<file path="config.mk">
export PLATFORM = sky130hd
export DESIGN_NAME = dm_wb_cache
export DESIGN_NICKNAME = d
export VERILOG_FILES = /design/src/rtl/dm_wb_cache.sv
export SDC_FILE = /design/constraint.sdc
export NUM_CORES = 2
export LEC_CHECK = 0
export CELL_PAD_IN_SITES_DETAIL_PLACEMENT = 0
export CELL_PAD_IN_SITES_GLOBAL_PLACEMENT = 1
export CORE_ASPECT_RATIO = 0.7
export CORE_MARGIN = 5
export CORE_UTILIZATION = 50
export CTS_CLUSTER_DIAMETER = 50
export DETAILED_ROUTE_END_ITERATION = 12
export PLACE_DENSITY = 0.82
export SLEW_MARGIN = 20
export SYNTH_ARGS = -nofsm -noshare
export SYNTH_HDL_FRONTEND = slang
export SYNTH_SLANG_ARGS = --single-unit
</file>
<file path="constraint.sdc">
create_clock -name clk -period 13.6 [get_ports clk]
set_input_delay 4.08 -clock clk [delete_from_list [all_inputs] [get_ports clk]]
set_output_delay 4.08 -clock clk [all_outputs]
set_load 0.02 [all_outputs]
</file>
<file path="src/rtl/dm_wb_cache.sv">
// Direct-mapped, write-back, write-allocate cache with 16-byte lines.
// CPU sees a 16-bit word port; misses move whole lines over the pmem port.
module dm_wb_cache #(
  parameter int unsigned INDEX_BITS = 3
) (
  input  logic          clk,
  input  logic          rst_n,
  input  logic [15:0]   mem_address,
  input  logic          mem_read,
  input  logic          mem_write,
  input  logic [1:0]    mem_byte_enable,
  input  logic [15:0]   mem_wdata,
  output logic [15:0]   mem_rdata,
  output logic          mem_resp,
  output logic [15:0]   pmem_address,
  output logic          pmem_read,
  output logic          pmem_write,
  output logic [127:0]  pmem_wdata,
  input  logic [127:0]  pmem_rdata,
  input  logic          pmem_resp
);

  localparam int unsigned TagBits = 12 - INDEX_BITS;
  localparam int unsigned Sets    = 1 << INDEX_BITS;

  typedef enum logic [1:0] {StCompare, StWriteback, StAllocate} state_e;

  state_e state_q, state_d;

  logic [Sets-1:0]    valid_q;
  logic [Sets-1:0]    dirty_q;
  logic [TagBits-1:0] tag_q  [Sets];
  logic [127:0]       data_q [Sets];

  // Miss address is latched so a request dropped mid-miss still installs its line.
  logic [TagBits-1:0]    miss_tag_q;
  logic [INDEX_BITS-1:0] miss_idx_q;

  logic [TagBits-1:0]    addr_tag;
  logic [INDEX_BITS-1:0] addr_idx;
  logic [2:0]            addr_word;
  logic                  unused_addr_bit0;

  logic         req, hit;
  logic         write_hit, miss_start, wb_done, fill;
  logic [127:0] line_wr;

  assign addr_tag         = mem_address[15:16-TagBits];
  assign addr_idx         = mem_address[3+INDEX_BITS:4];
  assign addr_word        = mem_address[3:1];
  assign unused_addr_bit0 = mem_address[0];

  assign req = mem_read | mem_write;
  assign hit = valid_q[addr_idx] && (tag_q[addr_idx] == addr_tag);

  assign mem_rdata  = data_q[addr_idx][{addr_word, 4'b0000} +: 16];
  assign pmem_wdata = data_q[miss_idx_q];

  always_comb begin
    line_wr = data_q[addr_idx];
    if (mem_byte_enable[0]) line_wr[{addr_word, 4'b0000} +: 8] = mem_wdata[7:0];
    if (mem_byte_enable[1]) line_wr[{addr_word, 4'b1000} +: 8] = mem_wdata[15:8];
  end

  always_comb begin
    state_d      = state_q;
    mem_resp     = 1'b0;
    pmem_read    = 1'b0;
    pmem_write   = 1'b0;
    pmem_address = 16'h0000;
    write_hit    = 1'b0;
    miss_start   = 1'b0;
    wb_done      = 1'b0;
    fill         = 1'b0;
    unique case (state_q)
      StCompare: begin
        if (req) begin
          if (hit) begin
            mem_resp  = 1'b1;
            write_hit = mem_write;
          end else begin
            miss_start = 1'b1;
            state_d    = (valid_q[addr_idx] && dirty_q[addr_idx]) ? StWriteback : StAllocate;
          end
        end
      end
      StWriteback: begin
        pmem_write   = 1'b1;
        pmem_address = {tag_q[miss_idx_q], miss_idx_q, 4'b0000};
        if (pmem_resp) begin
          wb_done = 1'b1;
          state_d = StAllocate;
        end
      end
      StAllocate: begin
        pmem_read    = 1'b1;
        pmem_address = {miss_tag_q, miss_idx_q, 4'b0000};
        if (pmem_resp) begin
          fill    = 1'b1;
          state_d = StCompare;
        end
      end
      default: state_d = StCompare;
    endcase
  end

  always_ff @(posedge clk or negedge rst_n) begin
    if (!rst_n) begin
      state_q    <= StCompare;
      valid_q    <= '0;
      dirty_q    <= '0;
      miss_tag_q <= '0;
      miss_idx_q <= '0;
    end else begin
      state_q <= state_d;
      if (miss_start) begin
        miss_tag_q <= addr_tag;
        miss_idx_q <= addr_idx;
      end
      if (write_hit) dirty_q[addr_idx] <= 1'b1;
      if (wb_done) dirty_q[miss_idx_q] <= 1'b0;
      if (fill) begin
        valid_q[miss_idx_q] <= 1'b1;
        dirty_q[miss_idx_q] <= 1'b0;
      end
    end
  end

  // Tag and data arrays carry no reset; validity alone guards them.
  always_ff @(posedge clk) begin
    if (write_hit) data_q[addr_idx] <= line_wr;
    if (fill) begin
      data_q[miss_idx_q] <= pmem_rdata;
      tag_q[miss_idx_q]  <= miss_tag_q;
    end
  end

endmodule

</file>
# ---- After elaboration in Yosys (flattened, before gate mapping)
# Memories as Yosys holds them, arrays and structs flattened.
# Cells that the tools add are included.
dict set report classes {
  order_cmp 4
  n_shift 5
  reduce_logical 7
  eq_ne 7
  n_addsub 2
  n_bitwise 6
  muxes 43
}
# cell n
set ops {}
lappend ops {{$mux 128} 3}
lappend ops {{$bwmux 128} 2}
lappend ops {{$shift 8x9->128 const A} 2}
lappend ops {{$shiftx 8x9->128} 2}
lappend ops {{$reduce_or 128->1} 1}
lappend ops {{$shiftx 128x8->16} 1}
lappend ops {{$pmux 16 s2} 1}
lappend ops {{$mux 8} 3}
lappend ops {{$mux 1} 23}
lappend ops {{$neg 7->9} 2}
lappend ops {{$and 8x8->8} 2}
lappend ops {{$or 8x8->8} 2}
lappend ops {{$mux 2} 5}
lappend ops {{$eq 9x9->1} 1}
lappend ops {{$lt 3x4->1 const B} 2}
lappend ops {{$ne 2x2->1 const B} 4}
lappend ops {{$not 8->8} 1}
lappend ops {{$bmux 1 s3} 2}
lappend ops {{$demux 1 s3} 2}
lappend ops {{$ge 3x1->1 const B} 2}
lappend ops {{$pmux 2 s3} 1}
lappend ops {{$logic_and 1x1->1} 4}
lappend ops {{$reduce_and 4->1} 1}
lappend ops {{$mux 3} 1}
lappend ops {{4 further kinds} 4}
dict set report totals {
  word_cells 81
  memories 2
  out_inout_bits 163
  ff_bits 30
  mem_bits_rw 1096
  input_bits 167
}
# name words width read_ports rd_clocked_by_memory_dff wr line_no
set mem_list {}
lappend mem_list {data_q 8 128 2 0 1 33} ;# logic [127:0] data_q [Sets];
lappend mem_list {tag_q 8 9 2 0 1 32} ;# logic [TagBits-1:0] tag_q [Sets];

# ---- Depth between registers and ports, before layout
dict set report depth {
  ltp_word 11
  ltp_mapped 14
}

# ---- Worst setup path before layout
# Ideal clock, no wire load.
dict set report synth_path {
  path_kind {input-to-reg}
  from {in mem_address[4]}
  to {mem data_q[1][0] (enable)}
  path_slack_ns -2.455
  arrival_time_ns 15.252
  path_buffers 1
  required_time_ns 12.797
  cell_stages 8
  cell_sequence {buf_6 mux4_2 mux2i_1 xor2_1 nand4_1 nor4_4 nand4_1 o31ai_1}
}
dict set report synth_via {
  elab_chain_cells 9
}
# item line_no
set synth_rtl {}
lappend synth_rtl {{start: declaration} 8} ;# input logic [15:0] mem_address,
lappend synth_rtl {{$mem_v2 8x9 / $bmux 1 s3 (equally long branches)} n/a}
lappend synth_rtl {{$eq 9x9->1 / $mux 1 (equally long branches)} 54} ;# assign hit = valid_q[addr_idx] && (tag_q[addr_idx] == addr_tag);
lappend synth_rtl {{$logic_and 1x1->1} 54}
lappend synth_rtl {{$mux 1} 78} ;# if (hit) begin
lappend synth_rtl {{$mux 1} 77} ;# if (req) begin
lappend synth_rtl {{$mux 1} 75} ;# unique case (state_q)
lappend synth_rtl {{$mux 1} 131} ;# if (write_hit) data_q[addr_idx] <= line_wr;
lappend synth_rtl {{$mux 1 (implied by the code)} 131}
lappend synth_rtl {{$mux 1 (no source line)} n/a}
lappend synth_rtl {{end: declaration} 33}
# Parallel ways exist; a longest one is shown, timed or not. The select of a mux whose other input is x is not followed.

# ---- Final worst setup path
dict set report layout_path {
  from {in mem_address[4]}
  to {out mem_rdata[4]}
}
dict set report layout_via {
  elab_chain_cells 2
}
# item line_no
set layout_rtl {}
lappend layout_rtl {{$mem_v2 8x128} n/a}
lappend layout_rtl {{$shiftx 128x8->16} 56} ;# assign mem_rdata = data_q[addr_idx][{addr_word, 4'b0000} +: 16];
lappend layout_rtl {{end: declaration} 13} ;# output logic [15:0] mem_rdata,
# No other way between the ends.

==> qor.txt <==
relative area change from synthesis to final layout: 16.8%
clock skew after layout: 35.0 ps
Synth warnings: 0
number of filler instances in the final layout: 7970
placeable core area: 0.104 mm^2
main area contributors after synthesis: sky130_fd_sc_hd__edfxtp_1, sky130_fd_sc_hd__a22oi_1, sky130_fd_sc_hd__mux4_2, sky130_fd_sc_hd__mux2i_1, sky130_fd_sc_hd__a221oi_1
Least-Margin Pin Slew: 1310 ps
total half-perimeter wirelength after legalization and detailed placement: 126 mm
DRC: 0
per-instance average area after synthesis: 13.8 um^2
cell type group with the largest total delay on the critical path: buffers and inverters
most frequent cells in the layout: sky130_fd_sc_hd__edfxtp_1, sky130_fd_sc_hd__a22oi_1, sky130_fd_sc_hd__clkdlybuf4s50_1
top-area cell type share of the netlist area: 62.5%
placed instance count: 5361
remaining number of nets flagged by the antenna check after routing: 0
number of buffers and inverters on the critical path: 4
outcome: complete, no violations
Via density: 7.30
number of distinct library cell variants in the gate-level netlist after synthesis: 61
relative slew slack: 12.6%
io pins: 330
average wire per standard cell: 37.2 um
Clock Path Buffers: 3
number of H-tree branching levels: 3
Post-Route Utilization: 58.9%
clock latency reported for the late side of the worst-skew pair: 740 ps
Seq/Total Area, Yosys: 63.9%
chip width: 398 um
worst setup slack after layout: 1330 ps
total overflow reported by the global router: 0
flip-flop cell with the highest count after synthesis: sky130_fd_sc_hd__edfxtp_1
quantity of gates resized following cts: 0
overall routed net length: 208 mm
power density cells: 209 mW/mm^2
initial antenna violation count: 14
total of endpoints with negative setup slack in the final report: 0
routability congestion estimate from global placement: 0.939
flip-flop and latch count after synthesis: 1126
effective utilization at floorplan: 50.4%
synthesized netlist cell count: 3817
number of violations of the max-capacitance limit: 0
CP arrival: 8190 ps
CTS Root Cell: sky130_fd_sc_hd__clkbuf_16
number of buffers added on ports: 324
Final Net Count: 4240
total power draw: 12.9 mW
fin crit share: 90.2%
number of clock sinks seen by CTS: 1126
Post-Place Setup Slack: 1450 ps
most common cell after layout, fill and taps aside: sky130_fd_sc_hd__edfxtp_1
via count of the first global-routing pass: 38400
Area after DPL: 0.0578 mm^2
Global Route Usage Sum: 36.0%
Post-synth EDFFs: 1096
slowest CP cell: sky130_fd_sc_hd__a221oi_1
Cell Rows: 99
hold buffers post-CTS: 0
Pins Over Slew Limit: 0
CTS tree: done
clock edge transition at the registers on the reported setup and hold paths: 60 ps
proportion of layout cells with a drive suffix above 1: 13.4%
total count of hold-check failures in the final report: 0
reported leakage power: 20.2 nW
total setup buffers inserted after CTS: 0
overall die height: 282 um
highest net fanout along the worst path: 49
Peak VDD IR: 0.000189 V
largest net degree at the start of global routing: 149
number of clock buffers inserted by TritonCTS: 113
nature of the critical path endpoint: output pin
Cell Chain, Critical Path: buf_8, buf_4, buf_4, mux2_2, a221oi_1, a21oi_1, a221oi_1, mux4_2, mux2i_1, clkdlybuf4s50_1
final worst hold slack: 467 ps
cell type contributing the most total cell area after synthesis: sky130_fd_sc_hd__edfxtp_1
Final Instance Count excl. Fillers: 5582
RSZ-0062 raised after global routing: false
CP Launch Type: primary input
First-pass DRT Iterations: 6
Initial DRC Count: 7249
path type of the worst setup path: primary input to output pin
final design area excluding fillers: 0.0615 mm^2
data required time at the worst endpoint: 9520 ps
Syn Std Cell Area: 0.0527 mm^2
fraction of registers with async set or reset after synthesis: 2.66%
setup TNS: 0 ps
class of the tightest hold or removal check: register to register
DR vias: 40800
crit-path max cell delay: 710 ps
min Tclk post-route: 12270 ps
global-route wire length before repair: 288 mm
highest attainable clock frequency: 81.5 MHz
Die ar.: 0.112 mm^2
## where the power goes
group          internal [mW]  total (mW)  switching, mW
Clock                   1.74        3.11           1.37
Sequential              4.55        4.77          0.220
Combinational           1.66        4.98           3.32
Total                   7.94        12.9           4.91
## path summary, 6_finish.rpt
kind	from	end	slack (ps)	depth (start not counted)
max	mem_address[4]	mem_rdata[4]	1330	10
min	valid_q[3]	valid_q[3]	470	1
max reg2reg	tag_q[1][6]	data_q[0][62]	8340	8
min reg2reg	valid_q[3]	valid_q[3]	470	1
max in group asynchronous	rst_n	miss_idx_q[1]	9470	2
min in group asynchronous	rst_n	miss_idx_q[0]	3760	2
## layout make-up
| cell class | instances | area [um^2] | area share [%] |
|---|---|---|---|
| multi-input cells | 2338 | 17700 | 28.8 |
| clock buffers | 140 | 2990 | 4.87 |
| well taps | 1414 | 1770 | 2.88 |
| clock inverters | 69 | 639 | 1.04 |
| inverters | 23 | 87.6 | 0.142 |
| diodes | 10 | 25.0 | 0.0407 |
| flip-flops and latches | 1126 | 33700 | 54.8 |
| repair buffers | 462 | 4600 | 7.48 |
## flip-flops by register name (all words and copies together), names as in the netlist
| signal | flops |
|---|---|
| data_q | 1024 |
| miss_tag_q | 9 |
| state_q | 2 |
| valid_q | 8 |
| miss_idx_q | 3 |
| tag_q | 72 |
| dirty_q | 8 |
## cells by family after synthesis
family                   share of synthesized area, %
AND/OR/NAND/NOR                                  5.94
buffers and inverters                            2.97
AO/OA/AOI/OAI                                    16.0
adder cells (fa/ha/maj)                         0.214
XOR/XNOR                                        0.150
other                                         0.00712
multiplexers                                     10.8
flip-flops                                       63.9
## synthesized netlist by cell type, types with 14 or more instances
cell,n
sky130_fd_sc_hd__buf_4,29
sky130_fd_sc_hd__buf_1,25
sky130_fd_sc_hd__mux2_2,77
sky130_fd_sc_hd__a221oi_1,138
sky130_fd_sc_hd__a22o_1,32
sky130_fd_sc_hd__mux2i_1,216
sky130_fd_sc_hd__inv_1,18
sky130_fd_sc_hd__edfxtp_1,1096
sky130_fd_sc_hd__buf_2,54
sky130_fd_sc_hd__nand2_1,190
sky130_fd_sc_hd__a221o_1,19
sky130_fd_sc_hd__nand3_1,29
sky130_fd_sc_hd__dfrtp_1,30
sky130_fd_sc_hd__clkbuf_1,218
sky130_fd_sc_hd__nand4_1,109
sky130_fd_sc_hd__a21oi_1,231
sky130_fd_sc_hd__o221ai_1,14
sky130_fd_sc_hd__a22oi_1,519
sky130_fd_sc_hd__mux4_2,114
sky130_fd_sc_hd__nor2b_1,17
sky130_fd_sc_hd__o22ai_1,64
sky130_fd_sc_hd__nor2_1,308
sky130_fd_sc_hd__a31oi_1,52
sky130_fd_sc_hd__o21ai_0,83
## per-layer routing
layer / vias to the layer above / track usage (%) / routed length, um
met5: - / 1.08 / 376
li1: 16100 / - / -
met4: 22 / 18.0 / 12500
met1: 19900 / 47.8 / 70200
met2: 3998 / 50.9 / 86900
met3: 735 / 15.5 / 37800
Power figures use the tool's default switching activity.
